--- config.mk ---
export PLATFORM = sky130hd
export DESIGN_NAME = hsst_lane_rst_seq_flat
export DESIGN_NICKNAME = d
export VERILOG_FILES = /design/src/rtl/hsst_rst_pkg.sv /design/src/rtl/hsst_lane_rst_seq_if.sv /design/src/rtl/hsst_lock_filter.sv /design/src/rtl/hsst_lane_rst_seq.sv /design/src/flat_wrapper.sv
export SDC_FILE = /design/constraint.sdc
export NUM_CORES = 1
export LEC_CHECK = 0
export ABC_AREA = 1
export BUFFER_PORTS_ARGS = -buffer_cell sky130_fd_sc_hd__buf_2
export CELL_PAD_IN_SITES_DETAIL_PLACEMENT = 1
export CELL_PAD_IN_SITES_GLOBAL_PLACEMENT = 2
export CORE_MARGIN = 1
export CORE_UTILIZATION = 37
export CTS_CLUSTER_SIZE = 30
export DETAILED_ROUTE_END_ITERATION = 6
export PLACE_DENSITY = 0.87
export SETUP_SLACK_MARGIN = 0.2
export SYNTH_ARGS = -nofsm -noshare
export SYNTH_HDL_FRONTEND = slang
export SYNTH_SLANG_ARGS = --single-unit
--- constraint.sdc ---
create_clock -name clk -period 3.4 [get_ports clk]
set_input_delay 0.68 -clock clk [delete_from_list [all_inputs] [get_ports clk]]
set_output_delay 0.68 -clock clk [all_outputs]
set_load 0.01 [all_outputs]
--- src/rtl/hsst_rst_pkg.sv ---
// -----------------------------------------------------------------------------
// hsst_rst_pkg
// Shared definitions for the per-lane HSST reset sequencer:
//   - sequencer state encodings (3-bit, codes 6/7 illegal)
//   - default pulse and lock-filter lengths
//   - bundle of registered reset/status outputs and its state decoder
// -----------------------------------------------------------------------------
package hsst_rst_pkg;

    localparam int STATE_W             = 3;
    localparam int RST_PULSE_LEN_DEF   = 16;
    localparam int LOCK_FILTER_LEN_DEF = 8;

    typedef enum logic [STATE_W-1:0] {
        ST_PLL_RST  = 3'd0,
        ST_WAIT_PLL = 3'd1,
        ST_TX_RLS   = 3'd2,
        ST_WAIT_CDR = 3'd3,
        ST_RX_RST   = 3'd4,
        ST_READY    = 3'd5
    } hsst_state_e;

    typedef struct packed {
        logic pll_rst;
        logic lane_pd;
        logic tx_rst;
        logic rx_rst;
        logic ready;
    } hsst_rst_out_t;

    // Output levels held while in a given state. Anything unrecognised maps
    // to the fully-reset pattern so an illegal code can never release a lane.
    function automatic hsst_rst_out_t decode_outputs(input hsst_state_e s);
        hsst_rst_out_t o;
        o.pll_rst = 1'b1;
        o.lane_pd = 1'b1;
        o.tx_rst  = 1'b1;
        o.rx_rst  = 1'b1;
        o.ready   = 1'b0;
        case (s)
            ST_WAIT_PLL: begin
                o.pll_rst = 1'b0;
                o.lane_pd = 1'b0;
            end
            ST_TX_RLS, ST_WAIT_CDR, ST_RX_RST: begin
                o.pll_rst = 1'b0;
                o.lane_pd = 1'b0;
                o.tx_rst  = 1'b0;
            end
            ST_READY: begin
                o.pll_rst = 1'b0;
                o.lane_pd = 1'b0;
                o.tx_rst  = 1'b0;
                o.rx_rst  = 1'b0;
                o.ready   = 1'b1;
            end
            default: ;
        endcase
        return o;
    endfunction

endpackage

--- src/rtl/hsst_lane_rst_seq_if.sv ---
// -----------------------------------------------------------------------------
// hsst_lane_rst_seq_if
// Signals between the reset sequencer and one lane of the HSST hard macro.
//   i_pll_lock / i_cdr_lock / i_sigdet : macro status, asynchronous to clk
//   o_pll_rst / o_lane_pd / o_tx_rst / o_rx_rst : macro reset controls, active high
// Modports:
//   master : sequencer side (reads status, drives resets)
//   slave  : macro side (drives status, reads resets)
// -----------------------------------------------------------------------------
interface hsst_lane_rst_seq_if;

    logic i_pll_lock;
    logic i_cdr_lock;
    logic i_sigdet;
    logic o_pll_rst;
    logic o_lane_pd;
    logic o_tx_rst;
    logic o_rx_rst;

    modport master (
        input  i_pll_lock, i_cdr_lock, i_sigdet,
        output o_pll_rst, o_lane_pd, o_tx_rst, o_rx_rst
    );

    modport slave (
        output i_pll_lock, i_cdr_lock, i_sigdet,
        input  o_pll_rst, o_lane_pd, o_tx_rst, o_rx_rst
    );

endinterface

--- src/rtl/hsst_lock_filter.sv ---
// -----------------------------------------------------------------------------
// hsst_lock_filter
// Two-flop synchronizer followed by a consecutive-high qualifier.
// Ports:
//   clk, rst_n   : clock, asynchronous active-low reset
//   i_async      : asynchronous status input from the macro
//   o_synced     : synchronized level (2 cycles of latency)
//   o_filtered   : high once o_synced has been high LOCK_FILTER_LEN
//                  consecutive cycles; falls with the first synced-low cycle
// -----------------------------------------------------------------------------
module hsst_lock_filter
    import hsst_rst_pkg::*;
#(
    parameter int LOCK_FILTER_LEN = LOCK_FILTER_LEN_DEF
) (
    input  logic clk,
    input  logic rst_n,
    input  logic i_async,
    output logic o_synced,
    output logic o_filtered
);

    localparam int              CW      = $clog2(LOCK_FILTER_LEN + 1);
    localparam logic [CW-1:0]   LP_FULL = CW'(LOCK_FILTER_LEN - 1);

    logic          r_meta;
    logic          r_sync;
    logic [CW-1:0] r_cnt;

    // r_cnt holds how many synced-high cycles preceded the current one,
    // saturating so the filtered output stays high while the lock holds.
    always_ff @(posedge clk or negedge rst_n) begin
        if (!rst_n) begin
            r_meta <= 1'b0;
            r_sync <= 1'b0;
            r_cnt  <= '0;
        end else begin
            r_meta <= i_async;
            r_sync <= r_meta;
            if (!r_sync)
                r_cnt <= '0;
            else if (r_cnt != LP_FULL)
                r_cnt <= r_cnt + 1'b1;
        end
    end

    assign o_synced   = r_sync;
    assign o_filtered = r_sync && (r_cnt == LP_FULL);

endmodule

--- src/rtl/hsst_lane_rst_seq.sv ---
// -----------------------------------------------------------------------------
// hsst_lane_rst_seq
// Per-lane HSST reset sequencer: PLL reset -> wait PLL lock -> release TX ->
// wait CDR lock + signal detect -> lane ready. Retries on timeout and
// re-sequences on lock loss.
// Ports:
//   clk, rst_n   : reference clock, asynchronous active-low reset
//   i_restart    : synchronous restart request (level or pulse)
//   macro_if     : macro status inputs and reset outputs (master modport)
//   o_ready      : lane up
//   o_state      : current state encoding
//   o_retry_cnt  : saturating count of timeouts and lock losses
// -----------------------------------------------------------------------------
module hsst_lane_rst_seq
    import hsst_rst_pkg::*;
#(
    parameter int RST_PULSE_LEN   = RST_PULSE_LEN_DEF,
    parameter int LOCK_FILTER_LEN = LOCK_FILTER_LEN_DEF,
    parameter int PLL_TIMEOUT     = 65536,
    parameter int CDR_TIMEOUT     = 65536,
    parameter int CNT_WIDTH       = 17,
    parameter int RETRY_WIDTH     = 4
) (
    input  logic                   clk,
    input  logic                   rst_n,
    input  logic                   i_restart,
    hsst_lane_rst_seq_if.master    macro_if,
    output logic                   o_ready,
    output logic [STATE_W-1:0]     o_state,
    output logic [RETRY_WIDTH-1:0] o_retry_cnt
);

    localparam logic [CNT_WIDTH-1:0] LP_PULSE_END = CNT_WIDTH'(RST_PULSE_LEN - 1);
    localparam logic [CNT_WIDTH-1:0] LP_PLL_TO    = CNT_WIDTH'(PLL_TIMEOUT - 1);
    localparam logic [CNT_WIDTH-1:0] LP_CDR_TO    = CNT_WIDTH'(CDR_TIMEOUT - 1);

    logic w_pll_sync, w_pll_filt;
    logic w_cdr_sync, w_cdr_filt;
    logic w_sd_sync,  w_sd_filt;

    hsst_state_e            r_state;
    hsst_state_e            w_next;
    logic [CNT_WIDTH-1:0]   r_cnt;
    logic [RETRY_WIDTH-1:0] r_retry;
    logic                   r_rx_ok;
    hsst_rst_out_t          r_out;
    logic                   w_retry_inc;
    logic                   w_clr;

    hsst_lock_filter #(.LOCK_FILTER_LEN(LOCK_FILTER_LEN)) u_pll_filt (
        .clk        (clk),
        .rst_n      (rst_n),
        .i_async    (macro_if.i_pll_lock),
        .o_synced   (w_pll_sync),
        .o_filtered (w_pll_filt)
    );

    hsst_lock_filter #(.LOCK_FILTER_LEN(LOCK_FILTER_LEN)) u_cdr_filt (
        .clk        (clk),
        .rst_n      (rst_n),
        .i_async    (macro_if.i_cdr_lock),
        .o_synced   (w_cdr_sync),
        .o_filtered (w_cdr_filt)
    );

    hsst_lock_filter #(.LOCK_FILTER_LEN(LOCK_FILTER_LEN)) u_sd_filt (
        .clk        (clk),
        .rst_n      (rst_n),
        .i_async    (macro_if.i_sigdet),
        .o_synced   (w_sd_sync),
        .o_filtered (w_sd_filt)
    );

    // Next-state logic. The lock-loss and restart overrides are applied last
    // so they win over any in-state timeout or CDR loss in the same cycle;
    // restart is applied after lock loss so it suppresses the retry count.
    always_comb begin
        w_next      = r_state;
        w_retry_inc = 1'b0;
        case (r_state)
            ST_PLL_RST: begin
                if (r_cnt == LP_PULSE_END)
                    w_next = ST_WAIT_PLL;
            end
            ST_WAIT_PLL: begin
                if (w_pll_filt) begin
                    w_next = ST_TX_RLS;
                end else if (r_cnt == LP_PLL_TO) begin
                    w_next      = ST_PLL_RST;
                    w_retry_inc = 1'b1;
                end
            end
            ST_TX_RLS: begin
                w_next = ST_WAIT_CDR;
            end
            ST_WAIT_CDR: begin
                if (r_rx_ok) begin
                    w_next = ST_READY;
                end else if (r_cnt == LP_CDR_TO) begin
                    w_next      = ST_RX_RST;
                    w_retry_inc = 1'b1;
                end
            end
            ST_RX_RST: begin
                if (r_cnt == LP_PULSE_END)
                    w_next = ST_WAIT_CDR;
            end
            ST_READY: begin
                if (!w_cdr_sync || !w_sd_sync) begin
                    w_next      = ST_WAIT_CDR;
                    w_retry_inc = 1'b1;
                end
            end
            default: begin
                w_next = ST_PLL_RST;
            end
        endcase

        if ((r_state inside {ST_TX_RLS, ST_WAIT_CDR, ST_RX_RST, ST_READY}) && !w_pll_sync) begin
            w_next      = ST_PLL_RST;
            w_retry_inc = 1'b1;
        end

        if (i_restart) begin
            w_next      = ST_PLL_RST;
            w_retry_inc = 1'b0;
        end
    end

    // A held restart re-enters PLL_RST every cycle, so it also clears the timer.
    assign w_clr = (w_next != r_state) || i_restart;

    // The timer is free to wrap while parked in READY; no compare is active there.
    // r_rx_ok registers the combined CDR/sigdet qualification so the two
    // filter outputs meet at a flop before feeding the state decision.
    always_ff @(posedge clk or negedge rst_n) begin
        if (!rst_n) begin
            r_state <= ST_PLL_RST;
            r_cnt   <= '0;
            r_retry <= '0;
            r_rx_ok <= 1'b0;
            r_out   <= decode_outputs(ST_PLL_RST);
        end else begin
            r_state <= w_next;
            r_cnt   <= w_clr ? '0 : r_cnt + 1'b1;
            r_rx_ok <= w_cdr_filt && w_sd_filt;
            r_out   <= decode_outputs(w_next);
            if (w_retry_inc && (r_retry != '1))
                r_retry <= r_retry + 1'b1;
        end
    end

    assign macro_if.o_pll_rst = r_out.pll_rst;
    assign macro_if.o_lane_pd = r_out.lane_pd;
    assign macro_if.o_tx_rst  = r_out.tx_rst;
    assign macro_if.o_rx_rst  = r_out.rx_rst;
    assign o_ready            = r_out.ready;
    assign o_state            = r_state;
    assign o_retry_cnt        = r_retry;

endmodule
--- src/flat_wrapper.sv ---
// flat-port wrapper written by rule: the top's interface ports become plain ports
module hsst_lane_rst_seq_flat import hsst_rst_pkg::*;
#(
    parameter int RST_PULSE_LEN   = RST_PULSE_LEN_DEF,
    parameter int LOCK_FILTER_LEN = LOCK_FILTER_LEN_DEF,
    parameter int PLL_TIMEOUT     = 65536,
    parameter int CDR_TIMEOUT     = 65536,
    parameter int CNT_WIDTH       = 17,
    parameter int RETRY_WIDTH     = 4
)
  (clk, rst_n, i_restart, o_ready, o_state, o_retry_cnt, macro_if_i_pll_lock, macro_if_i_cdr_lock, macro_if_i_sigdet, macro_if_o_pll_rst, macro_if_o_lane_pd, macro_if_o_tx_rst, macro_if_o_rx_rst);
  hsst_lane_rst_seq_if macro_if_i ();
  input  logic clk;
  input  logic rst_n;
  input  logic i_restart;
  output logic o_ready;
  output logic [STATE_W-1:0] o_state;
  output logic [RETRY_WIDTH-1:0] o_retry_cnt;
  input wire logic [$bits(macro_if_i.i_pll_lock)-1:0] macro_if_i_pll_lock;
  input wire logic [$bits(macro_if_i.i_cdr_lock)-1:0] macro_if_i_cdr_lock;
  input wire logic [$bits(macro_if_i.i_sigdet)-1:0] macro_if_i_sigdet;
  output wire logic [$bits(macro_if_i.o_pll_rst)-1:0] macro_if_o_pll_rst;
  output wire logic [$bits(macro_if_i.o_lane_pd)-1:0] macro_if_o_lane_pd;
  output wire logic [$bits(macro_if_i.o_tx_rst)-1:0] macro_if_o_tx_rst;
  output wire logic [$bits(macro_if_i.o_rx_rst)-1:0] macro_if_o_rx_rst;
  assign macro_if_i.i_pll_lock = macro_if_i_pll_lock;
  assign macro_if_i.i_cdr_lock = macro_if_i_cdr_lock;
  assign macro_if_i.i_sigdet = macro_if_i_sigdet;
  assign macro_if_o_pll_rst = macro_if_i.o_pll_rst;
  assign macro_if_o_lane_pd = macro_if_i.o_lane_pd;
  assign macro_if_o_tx_rst = macro_if_i.o_tx_rst;
  assign macro_if_o_rx_rst = macro_if_i.o_rx_rst;
  hsst_lane_rst_seq #(.RST_PULSE_LEN(RST_PULSE_LEN), .LOCK_FILTER_LEN(LOCK_FILTER_LEN), .PLL_TIMEOUT(PLL_TIMEOUT), .CDR_TIMEOUT(CDR_TIMEOUT), .CNT_WIDTH(CNT_WIDTH), .RETRY_WIDTH(RETRY_WIDTH)) u_core (.clk(clk), .rst_n(rst_n), .i_restart(i_restart), .macro_if(macro_if_i), .o_ready(o_ready), .o_state(o_state), .o_retry_cnt(o_retry_cnt));
endmodule
Yosys cells after proc, flatten, opt, wreduce, memory -nomap -nowiden

Cells that the tools add are included.
W data, S select, Z words.

Register bits: 48
Latch bits: 0
Memory bits (writable): 0
Memory bits (read-only): 0
Bits of input ports: 6
Output and inout port bits: 12
Word-level logic and storage cells: 88
Memories kept: 0

$add $sub $neg: 5
Multipliers: 0
Divide/modulo/power cells: 0
$lt $le $gt $ge: 0
Eq/ne operators: 23
Shift-type cells: 0
Mux-type cells: 27
Bitwise gates (word level): 0
Reductions and logical operators: 15

Operators by type and width:

| cell                    | number |
|---|---|
| $mux W3                 | 9 |
| $mux W4                 | 6 |
| $pmux W3 S6             | 1 |
| $add A17 B1 Y17 const B | 1 |
| $eq A17 B16 Y1 const B  | 1 |
| $eq A17 B4 Y1 const B   | 1 |
| $mux W17                | 1 |
| $add A4 B1 Y4 const B   | 4 |
| $eq A3 B2 Y1 const B    | 4 |
| $eq A3 B3 Y1 const B    | 4 |
| $eq A4 B3 Y1 const B    | 3 |
| $ne A4 B3 Y1 const B    | 3 |
| $mux W1                 | 7 |
| $eq A3 B1 Y1 const B    | 2 |
| $logic_and A1 B1 Y1     | 6 |
| $ne A2 B1 Y1 const B    | 3 |
| $reduce_or A5 Y1        | 1 |
| $mux W2                 | 2 |
| $ne A4 B4 Y1 const B    | 1 |
| $reduce_bool A4 Y1      | 1 |
| $reduce_or A4 Y1        | 1 |
| $logic_not A1 Y1        | 3 |
| $logic_not A3 Y1        | 1 |
| $ne A3 B3 Y1            | 1 |
| other kinds (2)         | 3 |

Depth between registers and ports, before layout

Gate-level depths: netlist (run 1).

Word-level depth: 9
Mapped depth: 24
Depth with buffers taken out: 23

Hierarchy

A second synthesis (run 1) with hierarchy kept.

Cell total of the unflattened synthesis: 289
Area total of the unflattened synthesis: 2527.4 µm²

Modules (own cells, without submodules):

| module                                    | times used | cells an instance | area an instance (µm²) | sequential area each (µm²) |
|---|---|---|---|---|
| hsst_lane_rst_seq                         | 1          | 204               | 1742.9                 | 729.4 |
| hsst_lock_filter at u_core.u_cdr_filt ... | 2          | 27                | 257.7                  | 150.1 |
| hsst_lock_filter at u_core.u_pll_filt     | 1          | 31                | 269.0                  | 150.1 |

Worst setup path after synthesis (run 1)

Ideal clock, no wire load.

Path type: register to register
Start: reg u_core.r_cnt[0]
End: reg u_core.r_cnt[13]
Setup time: 0.128 ns
Data arrival time: 2.664 ns
Data required time: 3.272 ns
Path slack: 0.609 ns
Stages on the path, launching flop included: 25
Path buffers: 1
Clock period less this slack: 2.791 ns
Cell sequence: dfrtp_1 -> ha_1 -> nand3_1 -> inv_1 -> nand2_1 -> nor2_1 -> nand3_1 -> nor2_1 -> nand3_1 -> nor4_1 -> ha_1 -> inv_1 -> nor2_1 -> nand2_1 -> nand2_1 -> nand2_1 -> nor2_1 -> nand2_1 -> nand2_1 -> nand2_1 -> nand2_1 -> nor2_2 -> nand2_4 -> buf_12 -> nor2_4

Word-level cells in the longest chain between the ends: 9
Elaborated cells between the ends (all ways): 15
Classes of those cells: add/sub (1); eq/ne (3); mux (10); reduce/logical (1)

Ends and longest elaborated chain:

| element                           | line                                             | RTL |
|---|---|---|
| start, declared                   | hsst_lane_rst_seq.sv:43                          | `logic [CNT_WIDTH-1:0] r_cnt;` |
| start signal, assigned            | hsst_lane_rst_seq.sv:145                         | `r_cnt <= w_clr ? '0 : r_cnt + 1'b1;` |
| $eq A17 B16 Y1                    | hsst_lane_rst_seq.sv:88, hsst_lane_rst_seq.sv:99 |  |
| $mux W3, on equally long branches | hsst_lane_rst_seq.sv:99, hsst_lane_rst_seq.sv:88 |  |
| $mux W3, on equally long branches | hsst_lane_rst_seq.sv:97, hsst_lane_rst_seq.sv:86 |  |
| $pmux W3 S6                       | hsst_lane_rst_seq.sv:80                          | `case (r_state)` |
| $mux W3                           | hsst_lane_rst_seq.sv:119                         | `if ((r_state inside {ST_TX_RLS, ST_WAIT_CDR, ST_RX_RST, ST_READY}) && !w_pll_sync) begin` |
| $mux W3                           | hsst_lane_rst_seq.sv:124                         | `if (i_restart) begin` |
| $ne A3 B3 Y1                      | hsst_lane_rst_seq.sv:131                         | `assign w_clr = (w_next != r_state) \|\| i_restart;` |
| $logic_or A1 B1 Y1                | hsst_lane_rst_seq.sv:131                         |  |
| $mux W17 (*)                      | hsst_lane_rst_seq.sv:145                         |  |

Every way passes the cells marked *; elsewhere a longest branch is shown, timed or not.
A chain may end at the register's enable or synchronous reset.

Worst setup path in the final report (run 1)

Start: reg u_core.r_cnt[0]
End: reg u_core.r_cnt[12]

The elaborated chain is that of the path after synthesis.

==> run_results.csv, run 1 <==
group,metric,value,unit
hold_path,hold_class,"flip-flop to flip-flop",
route,firstDrtPassIters,2,
logic_synthesis,synthSimpleGateAreaFrac,28.83,%
cts,cts_tree,"done",
sta,tns,0,ns
global_route,grt_antenna_before_repair,0,
logic_synthesis,synth_edf_count,0,
setup_path,critPathSlowestCell,"dfrtp_1",
hold_path,min_to,"u_core.u_sd_filt.o_synced",
route,ant_nets,0,
logic_synthesis,synth_compound_area_share,5.627,%
sta,slew_headroom,29.69,%
setup_path,critPathRequiredTime,3.59,ns
global_route,grt_max_degree,48,
floorplan,dieArea,0.006632,mm²
global_route,grt_overflow,0,
outcome,outcome,"complete, no violations",
flow_run,maxCapViolations,0,
cts,clk_pin_slew,0.09,ns
logic_synthesis,yosysTopAreaCellShare,47.16,%
logic_synthesis,synth_area_per_cell,8.911,µm²
sta,worst_pin_slew,1.055,ns
setup_path,r2r-end,"u_core.r_cnt[12]",
placed_design,placed_cell_area,0.002489,mm²
placed_design,hpwl,3.495,mm
setup_path,cp_max_fo,8,
setup_path,path_cells,"ha_4 > nand3_4 > inv_2 > nand2_1 > nor2_2 > nand3_2 > nor2_4 > nand3_2 > nor4_2 > ha_2 > inv_2 > nor2_2 > nand2_1 > nand2_1 > nand2_1 > nor2_2 > nand2_2 > nand2_2 > nand2_2 > nand2_2 > nor2_4 > buf_12 > nand2_8 > nor2_4",
route,vias,1788,
setup_path,r2r_slack,0.40,ns
sta,rsz0062_at_grt,"no",
sta,setup_slack,0.3972,ns
logic_synthesis,syn_inst,262,
logic_synthesis,yosysWarningCount,0,
sta,finClkSkew,0.006825,ns
hold_path,hold_start,"u_core.u_sd_filt.r_meta",
logic_synthesis,synthDistinctLibCells,32,
logic_synthesis,synth-seq-cells,47,
sta,slew_violations,0,
final_layout,nNetsFinal,304,
logic_synthesis,synth_top_family_by_area,"simple AND/OR/NAND/NOR gates",
floorplan,core,0.005991,mm²
logic_synthesis,synthXorXnorAreaFrac,5.252,%
setup_path,startpoint_type,"flip-flop",
cts,cts_sinks,47,
final_layout,drive_gt1_share,26.62,%
floorplan,die_y,81.44,µm
setup_path,cp_slowest_stage_delay,0.40,ns
floorplan,rows,28,
placed_design,pre_cts_ws,0.1883,ns
route,route.detailed.drc,0,
final_layout,fill_cells,701,
setup_path,crit_type,"flip-flop to flip-flop",
cts,numCtsBuffers,5,
logic_synthesis,ys_seq_area_share,50.54,%
logic_synthesis,synthArstFlopShare,100.0,%
cts,root_buffer,"clkbuf_8",
cts,cts.htree.levels,2,
sta,finalHoldViolCount,0,
final_layout,design_area,0.002776,mm²
cts,clk_latency,0.30,ns
power_and_ir_drop,irDropWorstVdd,181.1,µV
floorplan,fp.dieW,81.44,µm
final_layout,regArea,0.001180,mm²
floorplan,io_pins,18,
sta,fmax,333.0,MHz
logic_synthesis,synth_mux_area_share,0,%
route,vias_per_cell,4.859,
cts,ctsHoldBuffers,0,
setup_path,r2r_start,"u_core.r_cnt[0]",
cts,ctsLongestPathBuffers,2,
sta,holdWs,0.3462,ns
sta,finalCriticalPeriod,3.003,ns
logic_synthesis,synth_area_leaders,"dfrtp_1 47%, nand2_1 7.7%, nor2_1 5.5%",
setup_path,critPathCaptureType,"flip-flop",
setup_path,ff2ff_path_depth,24,
logic_synthesis,synth_adder_area_share,3.215,%
floorplan,start_util,38.97,%
placed_design,place_congestion,0.7310,
global_route,gr-usage-all-layers,16.51,%
logic_synthesis,yosysTopAreaCell,"dfrtp_1",
sta,finalSetupViolations,0,
logic_synthesis,synth_nets,274,
setup_path,critPathArrivalTime,3.19,ns
route,drt_iter0_drc,59,
route,routed_wl,5.056,mm
hold_path,holdPathStages,0,
final_layout,syn_to_final_growth,18.92,%
placed_design,numPortBuffers,17,
logic_synthesis,synth_flop_cell,"dfrtp_1",
logic_synthesis,synth_area,0.002335,mm²
power_and_ir_drop,p_leak,1.263,nW
power_and_ir_drop,power_density,371.2,mW/mm²
route,routedWlPerCell,13.74,µm
final_layout,multi_input_comb_area,0.001131,mm²
global_route,grt_pass1_vias,1796,
final_layout,antenna_cells,0,
sta,post-route-period-util,88.32,%
global_route,grt_pass1_wl,8.321,mm
## cells in the final DEF (no fill, tap or decap), types with 7 or more instances in the layout
cell     netlist  final
nor2_1        34     29
nand2_2        2      7
xor2_1         8      8
inv_1         30     28
dfrtp_1       44     44
buf_2          1     17
nand2_1       48     43
nor2_4        10     13
o21ai_0       15     14
nand3_1       21     17
## where the power goes
| group | leakage, nW | switching (W) | total, W | internal (W) |
|---|---|---|---|---|
| logic | 0.601 | 0.0000478 | 0.0000795 | 0.0000317 |
| clock network | 0.0402 | 0.000197 | 0.000340 | 0.000143 |
| registers | 0.622 | 0.0000249 | 0.000611 | 0.000586 |
## logic make-up (layout without fill, tap and decap cells)
family                     after synthesis  in the layout
xor gates and xnor gates                14             14
adders and majority gates                6              6
DFF                                     47             47
AOI/OAI and AO/OA                       24             24
and+or+nand+nor                        136            138
buffers and inverters                   35             64
## cell type report
| cell class | count | share of cell area, % |
|---|---|---|
| sequential | 47 | 42.50 |
| clock buffer | 5 | 2.479 |
| inverter | 32 | 4.326 |
| timing repair buffer | 24 | 5.859 |
| tap | 75 | 3.380 |
| clock inverter | 3 | 0.7210 |
| multi-input combinational | 182 | 40.74 |
## critical path: cells and delay by family (launching register included)
| kind | cells | cell delay, ns |
|---|---|---|
| flops | 1 | 0.40 |
| buf+inv | 3 | 0.26 |
| fa+ha+maj | 2 | 0.40 |
| simple gates | 19 | 1.82 |
## worst max-delay path by stage
stage	startpoint	to	slack (ns)	depth (start not counted)
floorplan	u_core.r_cnt[0]	u_core.r_cnt[13]	0.61	24
global placement	u_core.r_cnt[0]	u_core.r_cnt[3]	0.40	21
detailed placement	u_core.r_cnt[0]	u_core.r_cnt[2]	0.19	23
CTS	u_core.r_cnt[0]	u_core.r_cnt[2]	0.26	22
global route	u_core.r_cnt[1]	u_core.r_cnt[12]	0.14	24
finish	u_core.r_cnt[0]	u_core.r_cnt[12]	0.40	24
## registers in the layout (all words and copies together) (netlist names)
signal	count
u_core.u_cdr_filt.o_synced	1
u_core.u_sd_filt.r_meta	1
u_core.r_rx_ok	1
u_core.macro_if.o_lane_pd	1
u_core.macro_if.o_rx_rst	1
u_core.o_ready	1
u_core.o_state	3
u_core.u_pll_filt.r_meta	1
u_core.u_sd_filt.r_cnt	4
u_core.r_cnt	17
u_core.macro_if.o_tx_rst	1
u_core.o_retry_cnt	4
u_core.u_pll_filt.o_synced	1
u_core.u_pll_filt.r_cnt	4
u_core.u_cdr_filt.r_cnt	4
u_core.u_sd_filt.o_synced	1
u_core.u_cdr_filt.r_meta	1
## cells in the mapped netlist (2+ instances only)
cell type,count
a21oi_1,5
dfrtp_1,44
dfstp_2,3
ha_1,6
inv_1,30
inv_2,2
nand2_1,48
nand2_2,2
nand3_1,21
nand4_1,5
nor2_1,34
nor2_2,4
nor2_4,10
nor3_1,4
o21ai_0,15
xnor2_1,6
xor2_1,8
## timing repair
action                                  4_1_cts  5_1_grt
hold endpoints to repair                      0        0
setup buffers                                 0        6
endpoints found under the setup margin        7       22
pin swaps                                     0       12
gates cloned                                  0        2
resized for setup                             1       26
## layer usage
metal	global-route usage [%]	vias up	wire, µm
met5	0	-	0
met4	4.821	0	65
met3	3.333	6	110
met2	29.33	16	2507
met1	20.03	872	2373
li1	-	894	-
## stage by stage
stage	total power, W	utilization, %	std cells
floorplan	0.0006637	-	262
global placement	0.0006884	41.54	352
detailed placement	0.0006924	41.54	352
CTS	0.001039	43.17	360
global route	0.001092	46.35	368
finish	0.001031	46.35	368
Power figures use the tool's default switching activity.
==> run 2, diff against run 1 <==
--- a/config.mk
+++ b/config.mk
@@ -13,7 +13,9 @@
 export CORE_UTILIZATION = 37
 export CTS_CLUSTER_SIZE = 30
 export DETAILED_ROUTE_END_ITERATION = 6
+export GPL_TIMING_DRIVEN = 0
 export PLACE_DENSITY = 0.87
+export RECOVER_POWER = 100
 export SETUP_SLACK_MARGIN = 0.2
 export SYNTH_ARGS = -nofsm -noshare
 export SYNTH_HDL_FRONTEND = slang
==> run_results.csv, run 2 (synthesis gave the netlist of run 1 again) <==
group,metric,value,unit
outcome,outcome,"finished with violations",
outcome,violations,"max-capacitance violations, max-slew violations",
cts,clk_latency,0.30,ns
cts,cts.htree.levels,2,
setup_path,critPathRequiredTime,3.63,ns
setup_path,ff2ff_path_depth,24,
sta,tns,0,ns
flow_run,maxCapViolations,1,
global_route,grt_overflow,0,
setup_path,crit_start,"u_core.r_cnt[0]",
placed_design,place_congestion,0.7293,
final_layout,nNetsFinal,311,
final_layout,final_cell_mix,"45 x nand2_1, 44 x dfrtp_1, 30 x nor2_1",
sta,slew_headroom,-71.37,%
route,drt_iter0_drc,62,
final_layout,largest-register,"u_core.r_cnt",
global_route,grt_pass1_vias,1813,
cts,cts_tree,"done",
setup_path,endpoint,"u_core.r_cnt[10]",
power_and_ir_drop,p_leak,1.260,nW
setup_path,cp_max_fo,5,
cts,cts_sinks,47,
cts,clk_pin_slew,0.08,ns
floorplan,start_util,38.97,%
placed_design,numPortBuffers,17,
placed_design,hpwl,3.454,mm
final_layout,antenna_cells,0,
power_and_ir_drop,power_density,367.3,mW/mm²
setup_path,crit_type,"flip-flop to flip-flop",
cts,root_buffer,"clkbuf_8",
route,vias,1802,
floorplan,fp.dieW,81.44,µm
global_route,grt_pass1_wl,8.383,mm
sta,post-route-period-util,92.63,%
final_layout,largest_register_ffs,17,
sta,finClkSkew,0.007696,ns
global_route,gr-usage-all-layers,16.76,%
route,firstDrtPassIters,4,
hold_path,hold_class,"flip-flop to flip-flop",
setup_path,r2r-end,"u_core.r_cnt[10]",
final_layout,syn_to_final_growth,19.19,%
cts,numCtsBuffers,5,
final_layout,fill_cells,725,
global_route,grt_max_degree,48,
final_layout,regArea,0.001180,mm²
route,vias_per_cell,4.805,
sta,finalCriticalPeriod,3.150,ns
setup_path,startpoint_type,"flip-flop",
final_layout,multi_input_comb_area,0.001071,mm²
setup_path,critPathCaptureType,"flip-flop",
floorplan,rows,28,
floorplan,core,0.005991,mm²
power_and_ir_drop,irDropWorstVdd,151.8,µV
floorplan,dieArea,0.006632,mm²
final_layout,final_common_cell,"nand2_1",
sta,fmax,317.5,MHz
setup_path,r2r_slack,0.25,ns
setup_path,critPathArrivalTime,3.38,ns
sta,worst_pin_slew,2.571,ns
route,ant_nets,0,
floorplan,die_y,81.44,µm
cts,ctsLongestPathBuffers,2,
setup_path,r2r_start,"u_core.r_cnt[0]",
sta,finalSetupViolations,0,
final_layout,fin_util,46.45,%
global_route,grt_antenna_before_repair,0,
final_layout,drive_gt1_share,21.33,%
sta,rsz0062_at_grt,"yes",
floorplan,io_pins,18,
sta,finalHoldViolCount,0,
route,routed_wl,5.213,mm
route,routedWlPerCell,13.90,µm
sta,slew_violations,48,
route,route.detailed.drc,0,
[run 2: worst min path at each step]
stage	start	endpoint	cells after the start
after floorplan	u_core.u_cdr_filt.r_meta	u_core.u_cdr_filt.o_synced	0
after global placement	u_core.u_cdr_filt.r_meta	u_core.u_cdr_filt.o_synced	0
after detailed placement	u_core.u_sd_filt.r_meta	u_core.u_sd_filt.o_synced	0
after CTS	u_core.u_sd_filt.r_meta	u_core.u_sd_filt.o_synced	0
after global routing	u_core.u_sd_filt.r_meta	u_core.u_sd_filt.o_synced	0
final	u_core.u_pll_filt.r_meta	u_core.u_pll_filt.o_synced	0
[run 2: metal layers]
metal / global-route usage (%) / share of wire (%) / wire [µm] / vias to the layer above
met3: 3.778 / 2.4 / 124 / 4
met4: 4.821 / 0.96 / 50 / 0
met5: 0 / 0 / 0 / -
met2: 29.25 / 51 / 2684 / 18
met1: 20.56 / 45 / 2353 / 873
li1: - / - / - / 907
[run 2: stage by stage]
step | hold slack, ns | setup WS, ns | instances | total power [W] | cell area, µm²
floorplan | 0.3312 | 0.6089 | 262 | 0.0006637 | 2335
global placement | 0.3328 | 0.04940 | 354 | 0.0006894 | 2514
detailed placement | 0.3397 | 0.04413 | 354 | 0.0006932 | 2514
CTS | 0.3605 | 0.2147 | 365 | 0.001032 | 2669
global route | 0.3868 | 0.01212 | 375 | 0.001079 | 2783
finish | 0.3575 | 0.2505 | 375 | 0.001022 | 2783
[run 2: critical path, cell delays in order (launching register included)]
cell	delay [ns]
dfrtp_1	0.41
ha_4	0.17
nand3_4	0.08
inv_2	0.08
nand2_2	0.06
nor2_4	0.12
nand3_1	0.12
nor2_4	0.12
nand3_2	0.08
nor4_1	0.32
ha_1	0.26
inv_2	0.06
nor2_2	0.09
nand2_1	0.07
nand2_1	0.06
nand2_1	0.06
nor2_2	0.09
nand2_1	0.08
nand3_1	0.08
nand2_1	0.06
nor2_2	0.14
nand2_4	0.11
buf_12	0.14
buf_12	0.13
nor2_4	0.06
[run 2: cell type report]
type	instances	area share, %
buffer	3	1.169
clock buffer	7	2.743
clock inverter	1	0.1799
inverter	32	4.317
multi-input combinational	180	38.49
sequential	47	42.40
tap	75	3.372
timing repair buffer	30	7.329
[run 2: what timing repair did]
action | in CTS | in global routing
setup buffers | 2 | 10
endpoints found under the setup margin | 11 | 21
gates cloned | 1 | 0
gates resized for setup | 8 | 16
hold buffers | 0 | 0
pin swaps | 3 | 15
[run 2: report_power, final]
part | switching [W] | internal, W | leakage, nW | total, W
clock | 0.000182 | 0.000145 | 0.0422 | 0.000327
sequential | 0.0000248 | 0.000586 | 0.620 | 0.000611
combinational | 0.0000471 | 0.0000370 | 0.597 | 0.0000841
total | 0.000254 | 0.000768 | 1.26 | 0.00102
